[src/rtl/fp_mul_arbiter_if.sv]
// Requester-side and multiplier-side buses for fp_mul_arbiter.
// Latency: none (wiring only). Backpressure: carried by req_ready/rsp_ready.
// Requester operand slice i lives at bits [32*i +: 32] of req_a/req_b.
interface fp_mul_arbiter_if #(
    parameter int NUM_REQ = 4
);
    logic [NUM_REQ-1:0]    req_valid;
    logic [NUM_REQ-1:0]    req_ready;
    logic [NUM_REQ*32-1:0] req_a;
    logic [NUM_REQ*32-1:0] req_b;
    logic [NUM_REQ-1:0]    rsp_valid;
    logic [NUM_REQ-1:0]    rsp_ready;
    logic [31:0]           rsp_result;
    logic                  rsp_nan;
    logic                  rsp_timeout;

    modport master (
        output req_valid, req_a, req_b, rsp_ready,
        input  req_ready, rsp_valid, rsp_result, rsp_nan, rsp_timeout
    );
    modport slave (
        input  req_valid, req_a, req_b, rsp_ready,
        output req_ready, rsp_valid, rsp_result, rsp_nan, rsp_timeout
    );
endinterface

interface fp_mul_if;
    logic [31:0] mul_a;
    logic [31:0] mul_b;
    logic        mul_en;
    logic [31:0] mul_result;
    logic        mul_ready;
    logic        mul_nan;

    modport master (
        output mul_a, mul_b, mul_en,
        input  mul_result, mul_ready, mul_nan
    );
    modport slave (
        input  mul_a, mul_b, mul_en,
        output mul_result, mul_ready, mul_nan
    );
endinterface

[src/rtl/fp_mul_arbiter.sv]
// Round-robin sharing of one FP multiplier among NUM_REQ requesters; MUL_TIMEOUT_EN adds a WAIT timeout.
// Latency: accept at T, mul_en on T+1..T+EN_CYCLES, rsp_valid the cycle after mul_ready is sampled.
// Backpressure: one op in flight; req_ready only in IDLE; RESP holds until the granted rsp_ready.
module fp_mul_arbiter #(
    parameter int NUM_REQ        = 4,
    parameter int EN_CYCLES      = 2,
    parameter int TIMEOUT_CYCLES = 64
) (
    input  logic             clk,
    input  logic             reset,
    fp_mul_arbiter_if.slave  req_bus,
    fp_mul_if.master         mul_bus,
    output logic             busy
);
    localparam int IW = (NUM_REQ > 1) ? $clog2(NUM_REQ) : 1;

    typedef enum logic [1:0] {S_IDLE, S_ISSUE, S_WAIT, S_RESP} state_t;

    state_t        state, state_nxt;
    logic [IW-1:0] ptr, grant_q, grant_idx;
    logic          grant_found;
    logic [1:0]    en_cnt;
    logic [31:0]   mul_a_q, mul_b_q, result_q;
    logic          nan_q, timeout_q;
    logic          accept, timed_out, rsp_done;

    // First valid requester at or after the pointer, wrapping.
    always_comb begin
        int            idx;
        logic [IW-1:0] idx_v;
        grant_found = 1'b0;
        grant_idx   = ptr;
        idx         = 0;
        idx_v       = '0;
        for (int i = 0; i < NUM_REQ; i++) begin
            idx = int'(ptr) + i;
            if (idx >= NUM_REQ) idx = idx - NUM_REQ;
            idx_v = IW'(idx);
            if (!grant_found && req_bus.req_valid[idx_v]) begin
                grant_found = 1'b1;
                grant_idx   = idx_v;
            end
        end
    end

    assign accept   = (state == S_IDLE) && grant_found;
    assign rsp_done = (state == S_RESP) && req_bus.rsp_ready[grant_q];

`ifdef MUL_TIMEOUT_EN
    localparam int TW = $clog2(TIMEOUT_CYCLES + 1);
    logic [TW-1:0] to_cnt;

    // Held at zero outside WAIT so every WAIT entry starts a fresh count.
    always_ff @(posedge clk or negedge reset) begin
        if (!reset)                to_cnt <= '0;
        else if (state != S_WAIT)  to_cnt <= '0;
        else                       to_cnt <= to_cnt + 1'b1;
    end

    assign timed_out = (state == S_WAIT) && !mul_bus.mul_ready &&
                       (to_cnt == TW'(TIMEOUT_CYCLES - 1));
`else
    assign timed_out = 1'b0;
`endif

    always_ff @(posedge clk or negedge reset) begin
        if (!reset) state <= S_IDLE;
        else        state <= state_nxt;
    end

    always_comb begin
        state_nxt = state;
        case (state)
            S_IDLE:  if (accept) state_nxt = S_ISSUE;
            S_ISSUE: if (en_cnt == 2'(EN_CYCLES - 1)) state_nxt = S_WAIT;
            S_WAIT:  if (mul_bus.mul_ready || timed_out) state_nxt = S_RESP;
            S_RESP:  if (rsp_done) state_nxt = S_IDLE;
            default: state_nxt = S_IDLE;
        endcase
    end

    always_ff @(posedge clk or negedge reset) begin
        if (!reset) begin
            ptr       <= '0;
            grant_q   <= '0;
            en_cnt    <= '0;
            mul_a_q   <= '0;
            mul_b_q   <= '0;
            result_q  <= '0;
            nan_q     <= 1'b0;
            timeout_q <= 1'b0;
        end else begin
            if (accept) begin
                mul_a_q <= req_bus.req_a[grant_idx*32 +: 32];
                mul_b_q <= req_bus.req_b[grant_idx*32 +: 32];
                grant_q <= grant_idx;
                en_cnt  <= '0;
            end
            if (state == S_ISSUE) en_cnt <= en_cnt + 1'b1;
            // A real Ready beats a timeout landing on the same cycle.
            if (state == S_WAIT) begin
                if (mul_bus.mul_ready) begin
                    result_q  <= mul_bus.mul_result;
                    nan_q     <= mul_bus.mul_nan;
                    timeout_q <= 1'b0;
                end else if (timed_out) begin
                    result_q  <= 32'h7FC0_0000;
                    nan_q     <= 1'b1;
                    timeout_q <= 1'b1;
                end
            end
            if (rsp_done) ptr <= (grant_q == IW'(NUM_REQ - 1)) ? '0 : grant_q + 1'b1;
        end
    end

    assign req_bus.req_ready   = accept ? (NUM_REQ'(1) << grant_idx) : '0;
    assign req_bus.rsp_valid   = (state == S_RESP) ? (NUM_REQ'(1) << grant_q) : '0;
    assign req_bus.rsp_result  = result_q;
    assign req_bus.rsp_nan     = nan_q;
    assign req_bus.rsp_timeout = timeout_q;
    assign mul_bus.mul_a       = mul_a_q;
    assign mul_bus.mul_b       = mul_b_q;
    assign mul_bus.mul_en      = (state == S_ISSUE);
    assign busy                = (state != S_IDLE);
endmodule

[src/flat_wrapper.sv]
// flat-port wrapper written by rule: the top's interface ports become plain ports
module fp_mul_arbiter_flat 
#(
    parameter int NUM_REQ        = 4,
    parameter int EN_CYCLES      = 2,
    parameter int TIMEOUT_CYCLES = 64
)
  (clk, reset, busy, req_bus_req_valid, req_bus_req_a, req_bus_req_b, req_bus_rsp_ready, req_bus_req_ready, req_bus_rsp_valid, req_bus_rsp_result, req_bus_rsp_nan, req_bus_rsp_timeout, mul_bus_mul_a, mul_bus_mul_b, mul_bus_mul_en, mul_bus_mul_result, mul_bus_mul_ready, mul_bus_mul_nan);
  fp_mul_arbiter_if #(.NUM_REQ(NUM_REQ)) req_bus_i ();
  fp_mul_if mul_bus_i ();
  input  logic clk;
  input  logic reset;
  output logic busy;
  input wire logic [$bits(req_bus_i.req_valid)-1:0] req_bus_req_valid;
  input wire logic [$bits(req_bus_i.req_a)-1:0] req_bus_req_a;
  input wire logic [$bits(req_bus_i.req_b)-1:0] req_bus_req_b;
  input wire logic [$bits(req_bus_i.rsp_ready)-1:0] req_bus_rsp_ready;
  output wire logic [$bits(req_bus_i.req_ready)-1:0] req_bus_req_ready;
  output wire logic [$bits(req_bus_i.rsp_valid)-1:0] req_bus_rsp_valid;
  output wire logic [$bits(req_bus_i.rsp_result)-1:0] req_bus_rsp_result;
  output wire logic [$bits(req_bus_i.rsp_nan)-1:0] req_bus_rsp_nan;
  output wire logic [$bits(req_bus_i.rsp_timeout)-1:0] req_bus_rsp_timeout;
  output wire logic [$bits(mul_bus_i.mul_a)-1:0] mul_bus_mul_a;
  output wire logic [$bits(mul_bus_i.mul_b)-1:0] mul_bus_mul_b;
  output wire logic [$bits(mul_bus_i.mul_en)-1:0] mul_bus_mul_en;
  input wire logic [$bits(mul_bus_i.mul_result)-1:0] mul_bus_mul_result;
  input wire logic [$bits(mul_bus_i.mul_ready)-1:0] mul_bus_mul_ready;
  input wire logic [$bits(mul_bus_i.mul_nan)-1:0] mul_bus_mul_nan;
  assign req_bus_i.req_valid = req_bus_req_valid;
  assign req_bus_i.req_a = req_bus_req_a;
  assign req_bus_i.req_b = req_bus_req_b;
  assign req_bus_i.rsp_ready = req_bus_rsp_ready;
  assign req_bus_req_ready = req_bus_i.req_ready;
  assign req_bus_rsp_valid = req_bus_i.rsp_valid;
  assign req_bus_rsp_result = req_bus_i.rsp_result;
  assign req_bus_rsp_nan = req_bus_i.rsp_nan;
  assign req_bus_rsp_timeout = req_bus_i.rsp_timeout;
  assign mul_bus_mul_a = mul_bus_i.mul_a;
  assign mul_bus_mul_b = mul_bus_i.mul_b;
  assign mul_bus_mul_en = mul_bus_i.mul_en;
  assign mul_bus_i.mul_result = mul_bus_mul_result;
  assign mul_bus_i.mul_ready = mul_bus_mul_ready;
  assign mul_bus_i.mul_nan = mul_bus_mul_nan;
  fp_mul_arbiter #(.NUM_REQ(NUM_REQ), .EN_CYCLES(EN_CYCLES), .TIMEOUT_CYCLES(TIMEOUT_CYCLES)) u_core (.clk(clk), .reset(reset), .req_bus(req_bus_i), .mul_bus(mul_bus_i), .busy(busy));
endmodule
[config.mk]
export PLATFORM = sky130hd
export DESIGN_NAME = fp_mul_arbiter_flat
export DESIGN_NICKNAME = d
export VERILOG_FILES = /design/src/rtl/fp_mul_arbiter_if.sv /design/src/rtl/fp_mul_arbiter.sv /design/src/flat_wrapper.sv
export SDC_FILE = /design/constraint.sdc
export NUM_CORES = 1
export LEC_CHECK = 0
export BUFFER_PORTS_ARGS = -buffer_cell sky130_fd_sc_hd__buf_2
export CELL_PAD_IN_SITES_DETAIL_PLACEMENT = 1
export CELL_PAD_IN_SITES_GLOBAL_PLACEMENT = 2
export CORE_UTILIZATION = 27
export CTS_BUF_LIST = sky130_fd_sc_hd__clkbuf_4
export DETAILED_ROUTE_END_ITERATION = 12
export PLACE_DENSITY = 0.95
export SLEW_MARGIN = 20
export SYNTH_ARGS = -nofsm -noshare
export SYNTH_HDL_FRONTEND = slang
export SYNTH_SLANG_ARGS = --single-unit
[constraint.sdc]
create_clock -name clk -period 5.2 [get_ports clk]
set_input_delay 0.26 -clock clk [delete_from_list [all_inputs] [get_ports clk]]
set_output_delay 0.26 -clock clk [all_outputs]
set_load 0.01 [all_outputs]
; Word level (Yosys, flattened, before mapping)
; Index checks and enable logic that the tools add are counted.
; W data, S select, Z words.
[word_totals]
reg_bits = 105
inputBits = 300
out_inout_bits = 108
wordCells = 84
[op_classes]
n_addsub = 9
n_lt_le_gt_ge = 9
n_eq_ne = 9
shift = 4
n_mux = 32
reduce_logical = 13
[ops]
columns = cell, count
row1 = $shiftx A128 B8 Y32, 2
row2 = $mux W2, 15
row3 = $lt A2 B3 Y1 const B, 5
row4 = $bmux W1 S2, 5
row5 = $ge A3 B3 Y1 const B, 3
row6 = $mux W1, 9
row7 = $mux W4, 2
row8 = $pmux W2 S4, 1
row9 = $shl A1 B2 Y4 const A, 2
row10 = $sub A2 B1 Y2 const B, 4
row11 = $add A2 B2 Y3 const B, 2
row12 = $eq A2 B2 Y1 const B, 3
row13 = $ne A2 B1 Y1 const B, 3
row14 = $logic_and A1 B1 Y1, 5
row15 = $add A2 B1 Y2 const B, 2
row16 = $eq A2 B1 Y1 const B, 2
row17 = $reduce_and A4 Y1, 1
row18 = $reduce_bool A2 Y1, 2
row19 = $add A2 B1 Y3 const B, 1
row20 = $ge A2 B3 Y1 const B, 1
row21 = $logic_not A1 Y1, 3
row22 = $logic_not A2 Y1, 1
row23 = $ne A2 B2 Y1 const B, 1
row24 = $reduce_and A2 Y1, 1

; Depth between registers and ports, before layout
; Gate-level depths: netlist of the first run.
[depth]
depth_word = 17
ltp_mapped = 9

; Worst setup path after synthesis of the first run
; Ideal clock, no wire load.
[synth_timing]
path_kind = flip-flop to output port
from = register u_core.ptr[0]
to = output req_bus_req_ready[3]
arrival_time_ns = 1.676
t_required_ns = 4.940
path_slack_ns = 3.264
path_stages_with_launch = 8
cell_sequence = dfrtp_1 -> nand2b_1 -> a22o_1 -> a211o_1 -> buf_6 -> buf_6 -> buf_6 -> nor3b_1
[synth_between]
elab_chain_cells = 16
elab_cells_between_ends = 40
[synth_lines]
columns = item, line
row1 = "start, declared", fp_mul_arbiter.sv:20  ; logic [IW-1:0] ptr, grant_q, grant_idx;
row2 = "start signal, assigned", fp_mul_arbiter.sv:112  ; if (rsp_done) ptr <= (grant_q == IW'(NUM_REQ - 1)) ? '0 : grant_q + 1'b1;
row3 = "parallel branches: the longest is 15 deep, another holds $add A2 B1 Y3", --
row4 = $mux W4 (*), fp_mul_arbiter.sv:116  ; assign req_bus.req_ready = accept ? (NUM_REQ'(1) << grant_idx) : '0;
row5 = "end, declared", flat_wrapper.sv:18  ; output wire logic [$bits(req_bus_i.req_ready)-1:0] req_bus_req_ready;
; Every way passes the cells marked *. The select of a mux whose other input is x is not followed.

; Final worst setup path of the first run
[layout_timing]
from = register u_core.ptr[1]
to = output req_bus_req_ready[2]
; The elaborated chain is that of the path after synthesis.

==> impl_metrics.toml, run 1 <==
[timing]
fin_setup_tns_ns = 0
max_slew.worst_pin.slew_ns = 0.942
maxSlewViolCount = 0
setup_viol = 0
min_period_ns = 3.06
rsz0062_at_grt = "no"
period_share_pct = 58.9
slew_headroom_pct = 36.9
skew_ns = 0.0420
hold_viol = 0
fmax_ghz = 0.326
hold_ws_ns = 0.0620

[route]
wl_met2_um = 14400
first_iter_violations = 259
drc = 0
routedWlPerCell_um = 19.9
num_vias = 6898
drtAntennaViolNets = 0
drt-pass1-iter-count = 6
via_per_inst = 4.98
wl_met1_um = 10900
met3_length_um = 1610
topRoutingLayerUsed = "met4"
drt-total-wl_um = 27600

[run]
max_cap_violations = 0

[global_routing]
grt_pass1_wl_um = 42300
grt_pass1_vias = 7549
grt_max_degree = 66
antenna_found_initial = 3
grt_overflow = 0
globalRouteTotalUtil_pct = 21.0

[cells_and_area]
layoutNonFillerInstCount = 1385
layout_common_cells = "405 x buf_2, 115 x a211oi_1, 105 x dfrtp_1"
drive_above_1_share_pct = 52.6
nets = 1362
syn_to_final_growth_pct = 40.3
finalInstanceArea_sq_um = 9530
fill_cells = 2923
final_common_cell = "buf_2"

[pwr]
vdd_drop_max_mv = 0.243
powerDensity_nw_per_um2 = 497
p_leak_nw = 4.48

[run_status]
status = "complete, no violations"

[cts]
cts_root_buf = "clkbuf_4"
cts-buffers-inserted = 9
clock_latency_ns = 0.51
htreeDepth = 3
clk_pin_slew_ns = 0.22
clockBufferDepth = 2
cts_tree = "built"
clkSinkCount = 105

[logic_synthesis]
seq_area_frac_synth_pct = 38.7
synth_nets = 967
syn_avg_cell_area_sq_um = 10.3
ys_warn_count = 0
netlist_area_sq_um = 6790
yosysTopAreaCellShare_pct = 38.7
yosysUniqueCellTypes = 35
synth_top_cell_by_area = "dfrtp_1"
ys_top_cells_by_area = "dfrtp_1 39%, a211oi_2 14%, a211oi_1 13%"
ys_seq_elements = 105
netlist_instances = 658

[worst_setup_path]
crit_fanout = 52
crit_arrival_ns = 2.80
critPathKind = "register to primary output"
cp.required_ns = 4.94
cp-start-kind = "register"
cp-end-kind = "primary output"

[place]
gp_congestion = 0.773
dp_hpwl_um = 19100
port_buffers = 406
dp_cells = 1332
dpl_cell_area_sq_um = 9010

[die]
start_util_pct = 27.8
pin_count = 408
core_area_sq_um = 24500
die_h_um = 161
dieArea_sq_um = 25800
die_w_um = 161
placementRows = 57

[hold_path]
min_path_type = "primary input to register"
==> where the power goes <==
part	total (mW)	switching (mW)	internal (mW)
Sequential	1.47	0.238	1.23
Clock	0.515	0.351	0.165
Combinational	2.76	1.63	1.13
==> timing repair <==
item	CTS	global route
endpoints found under the hold margin	91	0
gates resized for setup	0	0
setup buffers	0	0
hold buffers	34	0
==> worst max-delay path: stages, from the launching register on <==
cell and delay, ns:
dfrtp_1 0.49, or3b_4 0.40, clkinv_1 0.08, a211o_4 0.59
buf_12 0.38, nor2b_1 0.17, buf_2 0.15
==> registers in the layout, indices dropped and copies added (netlist names) <==
signal and cells:
u_core.ptr 2, u_core.mul_bus.mul_a 32, u_core.req_bus.rsp_nan 1, u_core.en_cnt 2, u_core.mul_bus.mul_b 32, u_core.grant_q 2, u_core.req_bus.rsp_result 32, u_core.state 2
==> per-layer routing <==
metal / GRT usage, % / vias to the layer above
li1: - / 3238
met4: 6.58 / 0
met5: 0 / -
met1: 23.8 / 3353
met3: 4.13 / 39
met2: 39.1 / 268
==> logic make-up after synthesis <==
logic type	after synthesis	share of synthesized area, %
flip-flops	105	38.7
other	1	0.0552
adder cells (fa/ha/maj)	9	1.66
buffers and inverters	82	6.34
multiplexers	102	15.9
AO/OA/AOI/OAI	204	28.1
AND/OR/NAND/NOR	155	9.27
==> synthesized netlist by cell type <==
master and n:
dfrtp_1 105, a211oi_1 115, nor4_1 1, buf_1 3, ha_1 9, buf_2 14
inv_1 13, nand2_1 71, a2111oi_2 1, nor3b_1 1, a22o_1 1, buf_8 1
buf_6 9, mux4_2 1, buf_4 4, and3b_1 1, or2_1 1, clkinv_1 1
o31ai_1 1, a21oi_1 3, o21ai_1 4, nor2b_1 1, a222oi_1 1, nor3_1 3
mux2_2 35, mux2i_1 66, a211o_1 1, and2_1 5, nor2_1 66, or3b_1 1
clkbuf_4 3, a211oi_2 77, clkbuf_1 34, conb_1 1, nand2b_1 4
==> through the flow <==
stage                     utilization [%]  power [mW]  setup WS [ns]
after global placement               36.8        4.15           2.57
final                                39.0        4.74           2.14
after floorplan                         -        3.27           3.26
after global routing                 39.0        5.09           1.97
after CTS                            38.9        4.79           2.05
after detailed placement             36.8        4.25           2.46
==> path summary, 6_finish.rpt <==
check | from | end | slack (ns) | cells past startpoint
worst max-delay path | u_core.ptr[1] | req_bus_req_ready[2] | 2.14 | 6
worst min-delay path | req_bus_req_a[56] | u_core.mul_bus.mul_a[24] | 0.06 | 3
worst max register to register | u_core.ptr[1] | u_core.mul_bus.mul_b[31] | 2.36 | 6
worst min register to register | u_core.en_cnt[0] | u_core.en_cnt[0] | 0.53 | 1
max in group asynchronous | reset | u_core.mul_bus.mul_a[22] | 3.69 | 3
min in group asynchronous | reset | u_core.mul_bus.mul_b[29] | 0.36 | 2
==> final cells by class <==
cell class / instances / area [sq um] / share of cell area [%]
multi-input combinational: 471 / 3780 / 39.7
tap: 324 / 405 / 4.25
clock inverter: 7 / 108 / 1.13
sequential: 105 / 2630 / 27.6
antenna: 3 / 7.51 / 0.0788
timing repair buffer: 452 / 2480 / 26.0
clock buffer: 9 / 67.6 / 0.709
inverter: 14 / 52.6 / 0.551
Note: power is estimated with default switching activity, not from simulation.
==> run 2, diff against run 1 <==
Settings changed: CORE_UTILIZATION 27 to 23, PLACE_DENSITY 0.95 to 0.91.
Clock period 5.2 ns to 2.7 ns, I/O delays scaled along.
==> run 2 against run 1 <==
Compared with the run above: sequential share of layout area is 5.9 points lower; global-route usage is 3.8 points higher; critical endpoint is now req_bus_req_ready[0]; worst setup slack worse by 2.0 ns; critical path depth stayed put; sequential power is 97% higher; non-clock buffer count is 246 higher; via count is 22% higher; largest cell class is now buffers; highest routed layer unchanged.
==> impl_metrics.toml, run 2 (synthesis results as in run 1) <==
[run_status]
status = "complete, no violations"

[route]
via_per_inst = 4.96
drt-pass1-iter-count = 6
num_vias = 8437
routedWlPerCell_um = 22.1
first_iter_violations = 372
drc = 0
drtAntennaViolNets = 0
drt-total-wl_um = 37700

[worst_setup_path]
crit_family = "simple AND/OR/NAND/NOR gates"
critPathKind = "register to primary output"
slowest_stage = "dfrtp_2"
cp-start-kind = "register"
cp.required_ns = 2.57
cpPeakStageDelay_ns = 0.48
crit_fanout = 9
crit_arrival_ns = 2.48
crit_buf_inv = 1
cp-end-kind = "primary output"
path_cells = "nor3_1 > a2111oi_4 > or2_1 > nor2_4 > and2_1 > buf_2"

[timing]
fin_setup_tns_ns = 0
max_slew.worst_pin.slew_ns = 0.903
maxSlewViolCount = 0
hold_viol = 0
min_period_ns = 2.61
slew_headroom_pct = 39.8
hold_ws_ns = 0.0599
setup_viol = 0
fmax_ghz = 0.383
period_share_pct = 96.7
skew_ns = 0.0264

[cells_and_area]
layout_common_cells = "405 x buf_2, 274 x dlygate4sd3_1, 114 x a211oi_1"
nets = 1609
drive_above_1_share_pct = 43.3
final_common_cell = "buf_2"
syn_to_final_growth_pct = 78.4
finalInstanceArea_sq_um = 12100

[global_routing]
globalRouteTotalUtil_pct = 24.7
grt_pass1_wl_um = 57800
grt_max_degree = 67
grt_overflow = 0
antenna_found_initial = 9
grt_pass1_vias = 9811

[pwr]
swShare_pct = 47.8
p_leak_nw = 5.55
powerDensity_nw_per_um2 = 817
power_frac_clock_pct = 8.8
intPower_mw = 5.17
p_seq_share_pct = 29.2
pwr-share-comb_pct = 62.0
vdd_drop_max_mv = 0.408
p_sw_mw = 4.73

[cts]
clk_pin_slew_ns = 0.19
clkSinkCount = 105
clock_latency_ns = 0.54
clockBufferDepth = 2
cts_tree = "built"
htreeDepth = 3
cts_root_buf = "clkbuf_4"
cts-buffers-inserted = 9

[place]
dp_hpwl_um = 19900
port_buffers = 406
gp_congestion = 0.779
dpl_cell_area_sq_um = 9170

[die]
start_util_pct = 23.5
die_w_um = 174
pin_count = 408
core_area_sq_um = 28900
placementRows = 62
die_h_um = 174
dieArea_sq_um = 30200

[hold_path]
min_path_type = "primary input to register"

[run]
max_cap_violations = 0
run 2: cell types whose count changed in the layout (fill, tap and decap cells not counted), moves of 2 or more:
cell           previous run  this run
diode_2                   3        12
buf_12                    1         5
buf_4                    12        10
clkinv_2                  0         2
dlygate4sd3_1            34       274
buf_6                     0         4
clkinv_8                  3         0
inv_6                     1         3
run 2: routing by layer:
layer  global-route usage, %  up-vias  routed length (um)
met5                       0        -                   0
met4                    12.9        0                1760
met3                    5.83      115                2410
met2                    45.9      429               19800
met1                    25.8     4149               13700
li1                        -     3744                   -
run 2: layout make-up:
class	instances	area, sq um
Inverter	14	52.6
Antenna cell	12	30.0
Timing Repair Buffer	698	4990
Tap cell	384	480
Clock buffer	9	67.6
Clock inverter	7	58.8
Fill cell	3345	16700
Multi-Input combinational cell	472	3810
Sequential cell	105	2630
run 2: worst paths after layout:
kind                                            end  depth (start not counted)          startpoint  slack (ns)
min in group asynchronous  u_core.mul_bus.mul_b[28]                          2               reset        0.09
max                            req_bus_req_ready[0]                          6       u_core.ptr[1]        0.09
max reg2reg                u_core.mul_bus.mul_a[17]                          6       u_core.ptr[0]        0.12
min reg2reg                        u_core.en_cnt[0]                          1    u_core.en_cnt[0]        0.52
max in group asynchronous  u_core.mul_bus.mul_a[22]                          3               reset        1.76
min                        u_core.mul_bus.mul_b[10]                          5  req_bus_req_b[106]        0.06
run 2: what timing repair did:
| item | 4_1_cts | 5_1_grt |
|---|---|---|
| endpoints found under the setup margin | 4 | 8 |
| gates cloned | 1 | 0 |
| setup buffers | 1 | 0 |
| hold endpoints to repair | 136 | 0 |
| hold buffers | 274 | 0 |
| pin swaps | 1 | 0 |
| resized for setup | 0 | 7 |
run 2: power by group through the flow:
stage                     clock network (mW)  registers [mW]  logic, mW
after global routing                   0.978            2.98       6.58
after floorplan                            0            3.15       3.14
after detailed placement                   0            2.87       5.44
after global placement                     0            2.83       5.31
after CTS                              0.930            2.84       5.90
final                                  0.874            2.89       6.14
run 2: per-stage QoR:
| step | total power [mW] | setup WS (ns) | std cells | utilization [%] |
|---|---|---|---|---|
| 2_1_floorplan | 6.29 | 0.887 | 658 | - |
| 3_3_place_gp | 8.13 | 0.428 | 1397 | 31.8 |
| 3_5_place_dp | 8.31 | 0.408 | 1397 | 31.8 |
| 4_1_cts | 9.66 | 0.0603 | 1689 | 41.8 |
| 5_1_grt | 10.5 | -0.116 | 1697 | 42.0 |
| 6_report | 9.90 | 0.0879 | 1701 | 42.0 |
run 2: worst min-delay path, delay by kind of cell:
family | cells | cell delay, ns
AOI/OAI and AO/OA | 3 | 0.27
buffers and inverters | 1 | 0.11
and+or+nand+nor | 1 | 0.06
==> run 3, diff against run 2 <==
Settings changed: CELL_PAD_IN_SITES_DETAIL_PLACEMENT 1 to 2.
==> run 3 against run 2 <==
Compared with the run above: sequential share of layout area increased by 0.25 points; flip-flop and latch count unchanged; design area decreased by 1.1%; global-route usage increased by 3.6 points; maximum frequency decreased by 0.28%; sequential power increased by 4%; core utilization decreased by 0.46 points; combinational power increased by 4.1%; count of clock-buffer cells in the layout unchanged; wire length increased by 15%; non-clock buffer count decreased by 17; largest cell class unchanged; largest power group unchanged; highest routed layer unchanged.
==> impl_metrics.toml, run 3 (synthesis results as in run 1) <==
[run_status]
status = "complete, no violations"

[cts]
cts_root_buf = "clkbuf_4"
cts_tree = "built"
clock_latency_ns = 0.57
clkSinkCount = 105
cts-buffers-inserted = 9
clockBufferDepth = 2
clk_pin_slew_ns = 0.24
htreeDepth = 3

[cells_and_area]
nets = 1592
drive_above_1_share_pct = 44.2
final_common_cell = "buf_2"
layout_common_cells = "405 x buf_2, 255 x dlygate4sd3_1, 114 x a211oi_1"
layoutNonFillerInstCount = 1682
syn_to_final_growth_pct = 76.5

[place]
dp_cells = 1397
gp_congestion = 0.779
pre_cts_slack_ns = 0.343
dp_hpwl_um = 22500
port_buffers = 406

[hold_path]
min_path_type = "primary input to register"

[pwr]
p_leak_nw = 5.48
intPower_mw = 5.28
p_sw_mw = 5.13
power_frac_clock_pct = 9.8
pwr-share-comb_pct = 61.5
powerDensity_nw_per_um2 = 868
p_seq_share_pct = 28.8
swShare_pct = 49.3
vdd_drop_max_mv = 0.410
p_total_mw = 10.4

[route]
num_vias = 8460
drtAntennaViolNets = 0
via_per_inst = 5.03
routedWlPerCell_um = 25.6
first_iter_violations = 363
drc = 0
drt-pass1-iter-count = 6
drt-total-wl_um = 43100

[worst_setup_path]
path_cells = "nand2b_1 > a22o_2 > a211o_4 > buf_4 > nor3_1 > buf_2"
cp-end-kind = "primary output"
cpPeakStageDelay_ns = 0.46
crit_family = "compound AO/OA/AOI/OAI gates"
crit_arrival_ns = 2.48
critPathKind = "register to primary output"
crit_buf_inv = 2
cp.required_ns = 2.57
slowest_stage = "dfrtp_2"
cp-start-kind = "register"
crit_fanout = 15

[die]
dieArea_sq_um = 30200
start_util_pct = 23.5
core_area_sq_um = 28900
placementRows = 62
die_h_um = 174
pin_count = 408
die_w_um = 174

[timing]
fmax_ghz = 0.382
maxSlewViolCount = 0
skew_ns = 0.0381
period_share_pct = 97.0
layout_setup_ws_ns = 0.0806
slew_headroom_pct = 38.6
fin_setup_tns_ns = 0
rsz0062_at_grt = "no"
min_period_ns = 2.62
hold_viol = 0
max_slew.worst_pin.slew_ns = 0.921
setup_viol = 0

[global_routing]
grt_pass1_vias = 10200
antenna_found_initial = 9
grt_max_degree = 67
globalRouteTotalUtil_pct = 28.4
grt_overflow = 0
grt_pass1_wl_um = 64500

[run]
max_cap_violations = 0
-- run 3: changes by cell type in the layout (fill, tap and decap cells not counted) --
cell	previous run	this run
inv_6	3	2
bufinv_16	0	1
clkinv_1	1	0
dfrtp_1	104	103
clkinv_8	0	1
dfrtp_2	1	2
diode_2	12	10
a211o_4	1	2
buf_4	10	12
dlygate4sd3_1	274	255
clkinv_2	2	0
clkinvlp_4	0	2
a211o_2	1	0
-- run 3: area by class of cell --
class                           count  area [sq um]
Sequential cell                   105          2630
Inverter                           14          56.3
Antenna cell                       10          25.0
Timing Repair Buffer              681          4810
Multi-Input combinational cell    472          3820
Tap cell                          384           480
Fill cell                        3136         16900
Clock inverter                      7          93.8
Clock buffer                        9          67.6
-- run 3: per-stage QoR --
step	cell area, sq um	hold slack [ns]	utilization, %
3_3_place_gp	9170	0.175	31.8
6_report	12000	0.0191	41.5
3_5_place_dp	9170	0.178	31.8
5_1_grt	12000	0.0180	41.5
4_1_cts	11900	0.000675	41.2
2_1_floorplan	6790	-0.161	-
-- run 3: timing repair --
action                                 in CTS  in global routing
pin swaps                                   1                  1
setup endpoints to repair                   4                 13
hold buffers                              253                  2
endpoints found under the hold margin     135                  2
setup buffers                               1                  2
resized for setup                           0                 10
cloned                                      1                  0
-- run 3: power by group through the flow --
stage	clock network, mW	logic (mW)	registers (mW)
2_1_floorplan	0	3.14	3.15
3_3_place_gp	0	5.31	2.83
3_5_place_dp	0	5.56	2.91
4_1_cts	1.04	6.02	2.87
5_1_grt	1.10	6.81	3.07
6_report	1.02	6.39	3.00
-- run 3: final timing paths --
path	from	end	slack [ns]	cells after the start
max	u_core.ptr[0]	req_bus_req_ready[1]	0.08	6
max reg2reg	u_core.ptr[0]	u_core.mul_bus.mul_a[4]	0.09	7
min in group asynchronous	reset	u_core.mul_bus.mul_b[28]	0.07	2
min reg2reg	u_core.req_bus.rsp_result[1]	u_core.req_bus.rsp_result[1]	0.53	1
min	req_bus_req_b[126]	u_core.mul_bus.mul_b[30]	0.02	5
max in group asynchronous	reset	u_core.mul_bus.mul_a[22]	1.77	3
-- run 3: per-layer routing --
layer | vias up | routed length [um] | global-route usage (%)
met1 | 4250 | 15900 | 29.3
met2 | 379 | 23200 | 53.9
met4 | 0 | 2040 | 14.2
met5 | - | 0 | 0
met3 | 117 | 2060 | 5.55
li1 | 3714 | - | -
-- run 3: worst min-delay path, cell delays in order --
cell	delay [ns]
buf_2	0.10
nand2_1	0.06
a211oi_1	0.05
a211oi_2	0.19
a211oi_2	0.06
